`src/rtl/corner_marker_array.sv`:
```
// Cross-shaped corner markers overlaid on the raster, with a
// frame-synchronous shadow set and a blinking highlighted marker.
module corner_marker_array #(
  parameter int          N_CORNERS    = 4,
  parameter int          IDX_W        = 2,
  parameter int          ARM          = 20,
  parameter logic [29:0] COLOUR       = 30'h3FFFFFFF,
  parameter logic [29:0] SEL_COLOUR   = 30'h3FF00000,
  parameter int          BLINK_FRAMES = 30
) (
  input  logic             clk,
  input  logic             rst_n,
  input  logic             frame_tick,
  input  logic             wr_en,
  input  logic [IDX_W-1:0] wr_idx,
  input  logic [10:0]      wr_x,
  input  logic [9:0]       wr_y,
  input  logic             wr_vis,
  input  logic [IDX_W-1:0] sel_idx,
  input  logic             blink_en,
  input  logic [10:0]      hcount,
  input  logic [9:0]       vcount,
  output logic [29:0]      pixel
);

  localparam int CW = (BLINK_FRAMES > 1) ? $clog2(BLINK_FRAMES) : 1;
  localparam logic [CW-1:0] CMAX = CW'(BLINK_FRAMES - 1);
  localparam logic [11:0] A = 12'(ARM);
  localparam logic [IDX_W:0] NC = (IDX_W + 1)'(N_CORNERS);

  logic [10:0] sx [N_CORNERS];
  logic [9:0]  sy [N_CORNERS];
  logic        sv [N_CORNERS];
  logic [10:0] ax [N_CORNERS];
  logic [9:0]  ay [N_CORNERS];
  logic        av [N_CORNERS];

  logic [CW-1:0] cnt;
  logic          phase;
  logic          wok;
  logic [N_CORNERS-1:0] hit;
  logic          selhit;
  logic [29:0]   nxt;

  assign wok = wr_en && ({1'b0, wr_idx} < NC);

  // A write in the tick cycle bypasses straight into the active set.
  always_ff @(posedge clk or negedge rst_n) begin
    if (!rst_n) begin
      for (int i = 0; i < N_CORNERS; i++) begin
        sx[i] <= '0;
        sy[i] <= '0;
        sv[i] <= 1'b0;
        ax[i] <= '0;
        ay[i] <= '0;
        av[i] <= 1'b0;
      end
    end else begin
      for (int i = 0; i < N_CORNERS; i++) begin
        if (wok && wr_idx == IDX_W'(i)) begin
          sx[i] <= wr_x;
          sy[i] <= wr_y;
          sv[i] <= wr_vis;
        end
        if (frame_tick) begin
          if (wok && wr_idx == IDX_W'(i)) begin
            ax[i] <= wr_x;
            ay[i] <= wr_y;
            av[i] <= wr_vis;
          end else begin
            ax[i] <= sx[i];
            ay[i] <= sy[i];
            av[i] <= sv[i];
          end
        end
      end
    end
  end

  // 12-bit compares so arms clip at the screen edges instead of wrapping.
  always_comb begin
    hit    = '0;
    selhit = 1'b0;
    for (int i = 0; i < N_CORNERS; i++) begin
      hit[i] = av[i] && (
        ((vcount == ay[i]) &&
         (({1'b0, hcount} + A) > {1'b0, ax[i]}) &&
         ({1'b0, hcount} < ({1'b0, ax[i]} + A))) ||
        ((hcount == ax[i]) &&
         (({2'b0, vcount} + A) > {2'b0, ay[i]}) &&
         ({2'b0, vcount} < ({2'b0, ay[i]} + A))));
      if (sel_idx == IDX_W'(i))
        selhit = hit[i];
    end
  end

  always_comb begin
    nxt = '0;
    if (selhit && phase)
      nxt = SEL_COLOUR;
    else if (|hit)
      nxt = COLOUR;
  end

  always_ff @(posedge clk or negedge rst_n) begin
    if (!rst_n) begin
      cnt   <= '0;
      phase <= 1'b1;
      pixel <= '0;
    end else begin
      pixel <= nxt;
      if (!blink_en) begin
        cnt   <= '0;
        phase <= 1'b1;
      end else if (frame_tick) begin
        if (cnt == CMAX) begin
          cnt   <= '0;
          phase <= ~phase;
        end else begin
          cnt <= cnt + 1'b1;
        end
      end
    end
  end

endmodule

```
`config.mk`:
```
export PLATFORM = sky130hd
export DESIGN_NAME = corner_marker_array
export DESIGN_NICKNAME = d
export VERILOG_FILES = /design/src/rtl/corner_marker_array.sv
export SDC_FILE = /design/constraint.sdc
export NUM_CORES = 1
export LEC_CHECK = 0
export CAP_MARGIN = 20
export CORE_UTILIZATION = 45
export DETAILED_ROUTE_END_ITERATION = 8
export PLACE_DENSITY = 0.67
export SLEW_MARGIN = 20
export SYNTH_ARGS = -nofsm -noshare
export SYNTH_HDL_FRONTEND = slang
export SYNTH_SLANG_ARGS = --single-unit
```
`constraint.sdc`:
```
create_clock -name clk -period 3.2 [get_ports clk]
set_input_delay 0.64 -clock clk [delete_from_list [all_inputs] [get_ports clk]]
set_output_delay 0.64 -clock clk [all_outputs]
set_load 0.05 [all_outputs]
```
==> flow_metrics.py <==
metrics = {
    "cells_and_area": {
        "nNetsFinal": 1633,
        "layout-drive-gt1-share_pct": 15.94,
        "diodes": 0,
        "fin_util_pct": 55.81,
        "fillCellCount": 2418,
        "area_growth_syn_to_layout_pct": 20.49,
        "final_cells": 1802,
    },
    "clocking": {
        "clk_latency_ns": 0.44,
        "cts_max_level": 4,
        "cts_tree": "built",
        "clkSinkCount": 184,
        "numCtsBuffers": 17,
        "clk_transition_reported_paths_ns": 0.08,
        "cts_buffer_depth": 2,
        "root_buffer": "clkbuf_16",
    },
    "logic_synthesis": {
        "synth_top_family_by_area": "adder cells",
        "synthMuxAreaShare_pct": 9.000,
        "synthSimpleGateAreaFrac_pct": 10.41,
        "synth_fp_nets": 1487,
        "ys_seq_area_share_pct": 36.49,
        "synth_cell_type_count": 67,
        "syn_avg_cell_area_um2": 9.932,
        "synthXorXnorAreaFrac_pct": 8.673,
        "syn_area_mm2": 0.01262,
        "synth-edff-count": 0,
        "synth_flop_cell": "dfrtp_1",
        "yosys_warnings": 0,
        "async_flop_share_pct": 100.0,
        "synthCells": 1271,
        "synth_adder_area_share_pct": 16.26,
        "synth-seq-cells": 184,
        "synth-compound-area-share_pct": 13.14,
    },
    "detailed_routing": {
        "via_per_inst": 5.382,
        "postRouteAntennaNets": 0,
        "dr.pass1.iters": 6,
        "drtIter0Drc": 490,
        "vias": 9698,
        "wl_um": 35510,
        "drc": 0,
        "wl_per_cell_um": 19.71,
    },
    "critical_path": {
        "worst-path-buf-inv": 4,
        "criticalPathCategory": "primary input to register",
        "worstSetupEndpointType": "register",
        "cp_cell_sequence": "dlygate4sd2_1 > buf_4 > xnor2_1 > ha_1 > a211oi_1 > nor2_1 > nor3_1 > o21ai_0 > a21oi_1 > buf_4 > o32ai_4 > nor4bb_4 > inv_1",
        "critical-path-top-delay-family": "buffers and inverters",
        "critPathMaxStageDelay_ns": 0.42,
        "cp_slowest_cell": "xnor2_1",
        "cp-start-kind": "primary input",
        "worst-endpoint-arrival_ns": 3.39,
        "crit_fanout": 4,
        "crit_required_ns": 3.52,
        "crit_top_cell": "buf_4",
    },
    "timing": {
        "finalCritPeriodShare_pct": 95.80,
        "tightest_slew_ns": 0.7724,
        "rsz0062_at_grt": "no",
        "setup_viol_count_final": 0,
        "skew_ns": 0.01152,
        "setup_slack_ns": 0.1344,
        "slew_viol_final": 0,
        "fmax_mhz": 326.2,
        "relSlewSlack_pct": 48.51,
        "min_period_ns": 3.066,
        "hold_viol": 0,
    },
    "global_routing": {
        "grt_max_degree": 73,
        "grt_pass1_vias": 9935,
        "overflow": 0,
        "grt.total_usage_pct": 25.76,
        "antenna_found_initial": 0,
        "grt_pass1_wl_um": 55990,
    },
    "pwr": {
        "peakVddDrop_mv": 0.3948,
        "p_leak_nw": 6.869,
        "pwr_density_cell_mw_per_mm2": 534.8,
        "p_total_mw": 8.134,
    },
    "floorplan": {
        "die_w_um": 169.5,
        "io_pins": 82,
        "initial_core_util_pct": 46.32,
        "core_mm2": 0.02725,
        "die-area_mm2": 0.02873,
        "die_h_um": 169.5,
        "core.rowCount": 60,
    },
    "status": {
        "status": "completed",
    },
    "placement": {
        "dpl.cell_count": 1766,
        "gp_congestion": 0.8973,
        "dpl.hpwl_um": 27510,
        "port_buffers": 81,
        "preCtsSetupSlack_ns": -0.7180,
    },
    "hold_path": {
        "holdCritPathClass": "primary input to async pin",
    },
    "job": {
        "drv_cap": 0,
    },
}
[synthesized netlist by cell type (all sizes together), types with 4 or more instances]
| library cell | number | area share, % |
|---|---|---|
| dfrtp | 183 | 36 |
| o31a | 4 | 0.28 |
| nand2 | 98 | 2.9 |
| nor2b | 9 | 0.45 |
| xor2 | 36 | 2.5 |
| nand4b | 5 | 0.35 |
| a211oi | 15 | 0.89 |
| buf | 46 | 2.3 |
| nor3b | 6 | 0.36 |
| nand2b | 4 | 0.20 |
| ha | 164 | 16 |
| inv | 96 | 2.9 |
| o2111ai | 11 | 0.76 |
| nor4 | 10 | 0.55 |
| clkbuf | 30 | 0.89 |
| nand4 | 30 | 1.5 |
| and3 | 7 | 0.35 |
| xnor2 | 89 | 6.2 |
| nand3 | 17 | 0.67 |
| a21o | 12 | 0.71 |
| o21ai | 132 | 5.2 |
| o211ai | 10 | 0.59 |
| mux2 | 100 | 8.9 |
| nor3 | 19 | 0.75 |
| nor2 | 38 | 1.1 |
| nand3b | 6 | 0.36 |
| a21oi | 46 | 2.0 |
| o21a | 7 | 0.42 |
[report_power, final]
group	switching (mW)	internal [mW]	total, mW	leakage, nW
registers	0.319	2.74	3.06	2.23
logic	1.56	1.35	2.90	4.35
clock network	1.06	1.11	2.17	0.287
[cell families (layout without fill, tap and decap cells)]
group,after synthesis,after routing
AO/OA/AOI/OAI,264,264
XOR/XNOR,125,125
adder cells (fa/ha/maj),164,164
buffers and inverters,172,331
flip-flops,184,184
multiplexers,101,101
AND/OR/NAND/NOR,261,261
[timing repair]
| item | CTS | global route |
|---|---|---|
| setup buffers | 4 | 0 |
| hold buffers | 0 | 0 |
| endpoints found under the hold margin | 0 | 0 |
| resized for setup | 18 | 30 |
| setup endpoints to repair | 2 | 2 |
| pin swaps | 9 | 12 |
[state kept, by name, indices dropped and copies added, names as in the netlist]
| name | count |
|---|---|
| phase | 1 |
| sx | 44 |
| ay | 40 |
| pixel | 2 |
| sv | 4 |
| sy | 40 |
| av | 4 |
| ax | 44 |
| cnt | 5 |
[worst register-to-register path: cells and delay by family, from the launching register on]
family	cells	cell delay, ns
buffers and inverters	2	0.29
and+or+nand+nor	2	0.25
DFF	1	0.44
AOI/OAI and AO/OA	7	1.30
xor gates and xnor gates	1	0.10
adders and majority gates	2	0.57
[worst paths after layout]
kind / from / cells after the start / slack [ns] / endpoint
min in group clk: sy[37] / 1 / 0.49 / sy[37]
min: rst_n / 1 / 0.20 / ay[15]
min reg2reg: sy[37] / 1 / 0.49 / sy[37]
max in group asynchronous: rst_n / 2 / 2.25 / phase
max: hcount[4] / 13 / 0.13 / pixel[28]
max reg2reg: ax[2] / 14 / 0.16 / pixel[19]
[layout make-up]
class	instances	area, µm²	area share [%]
repair buffers	203	1774	11.67
flip-flops and latches	184	4606	30.28
well taps	372	465.4	3.060
multi-input cells	915	7416	48.76
inverters	96	360.3	2.369
clock inverters	14	158.9	1.045
clock buffers	18	429.2	2.822
[cell usage in the layout, fill, tap and decap left out, drive strengths merged, types with 3 or more instances in the layout]
cell,synthesis,final
o211a,3,3
a21o,12,12
nand4b,5,5
a2111oi,3,3
inv,96,103
o2111ai,11,11
o21a,7,7
o31a,4,4
nand4,30,30
nand2,98,98
clkinv,0,5
nor2b,9,9
a211oi,15,15
nor4,10,10
and3,7,7
nor3,19,19
dlymetal6s2s,0,5
o32ai,3,3
nor3b,6,6
ha,164,164
nand3,17,17
clkbuf,30,22
nor2,38,38
a21oi,46,46
nand2b,4,4
o21ai,132,132
nand3b,6,6
buf,46,123
dfrtp,183,183
mux2,100,100
xnor2,89,89
o211ai,10,10
clkdlybuf4s50,0,66
xor2,36,36
dlygate4sd2,0,4
[metrics by stage]
step           setup TNS (ns)  hold slack, ns  instance area (µm²)
2_1_floorplan        -0.01257          0.3444                12640
3_3_place_gp           -1.264          0.4661                14460
3_5_place_dp           -1.354          0.4710                14460
4_1_cts                     0          0.2148                15120
5_1_grt                     0          0.2400                15210
6_report                    0          0.2028                15210
[metal layers]
metal  global-route usage [%]  part of all wire [%]
met5                        0                     0
met3                    3.125                   2.5
met1                    33.51                    46
met4                    8.304                   2.5
met2                    44.46                    49
Note: power is estimated with default switching activity, not from simulation.
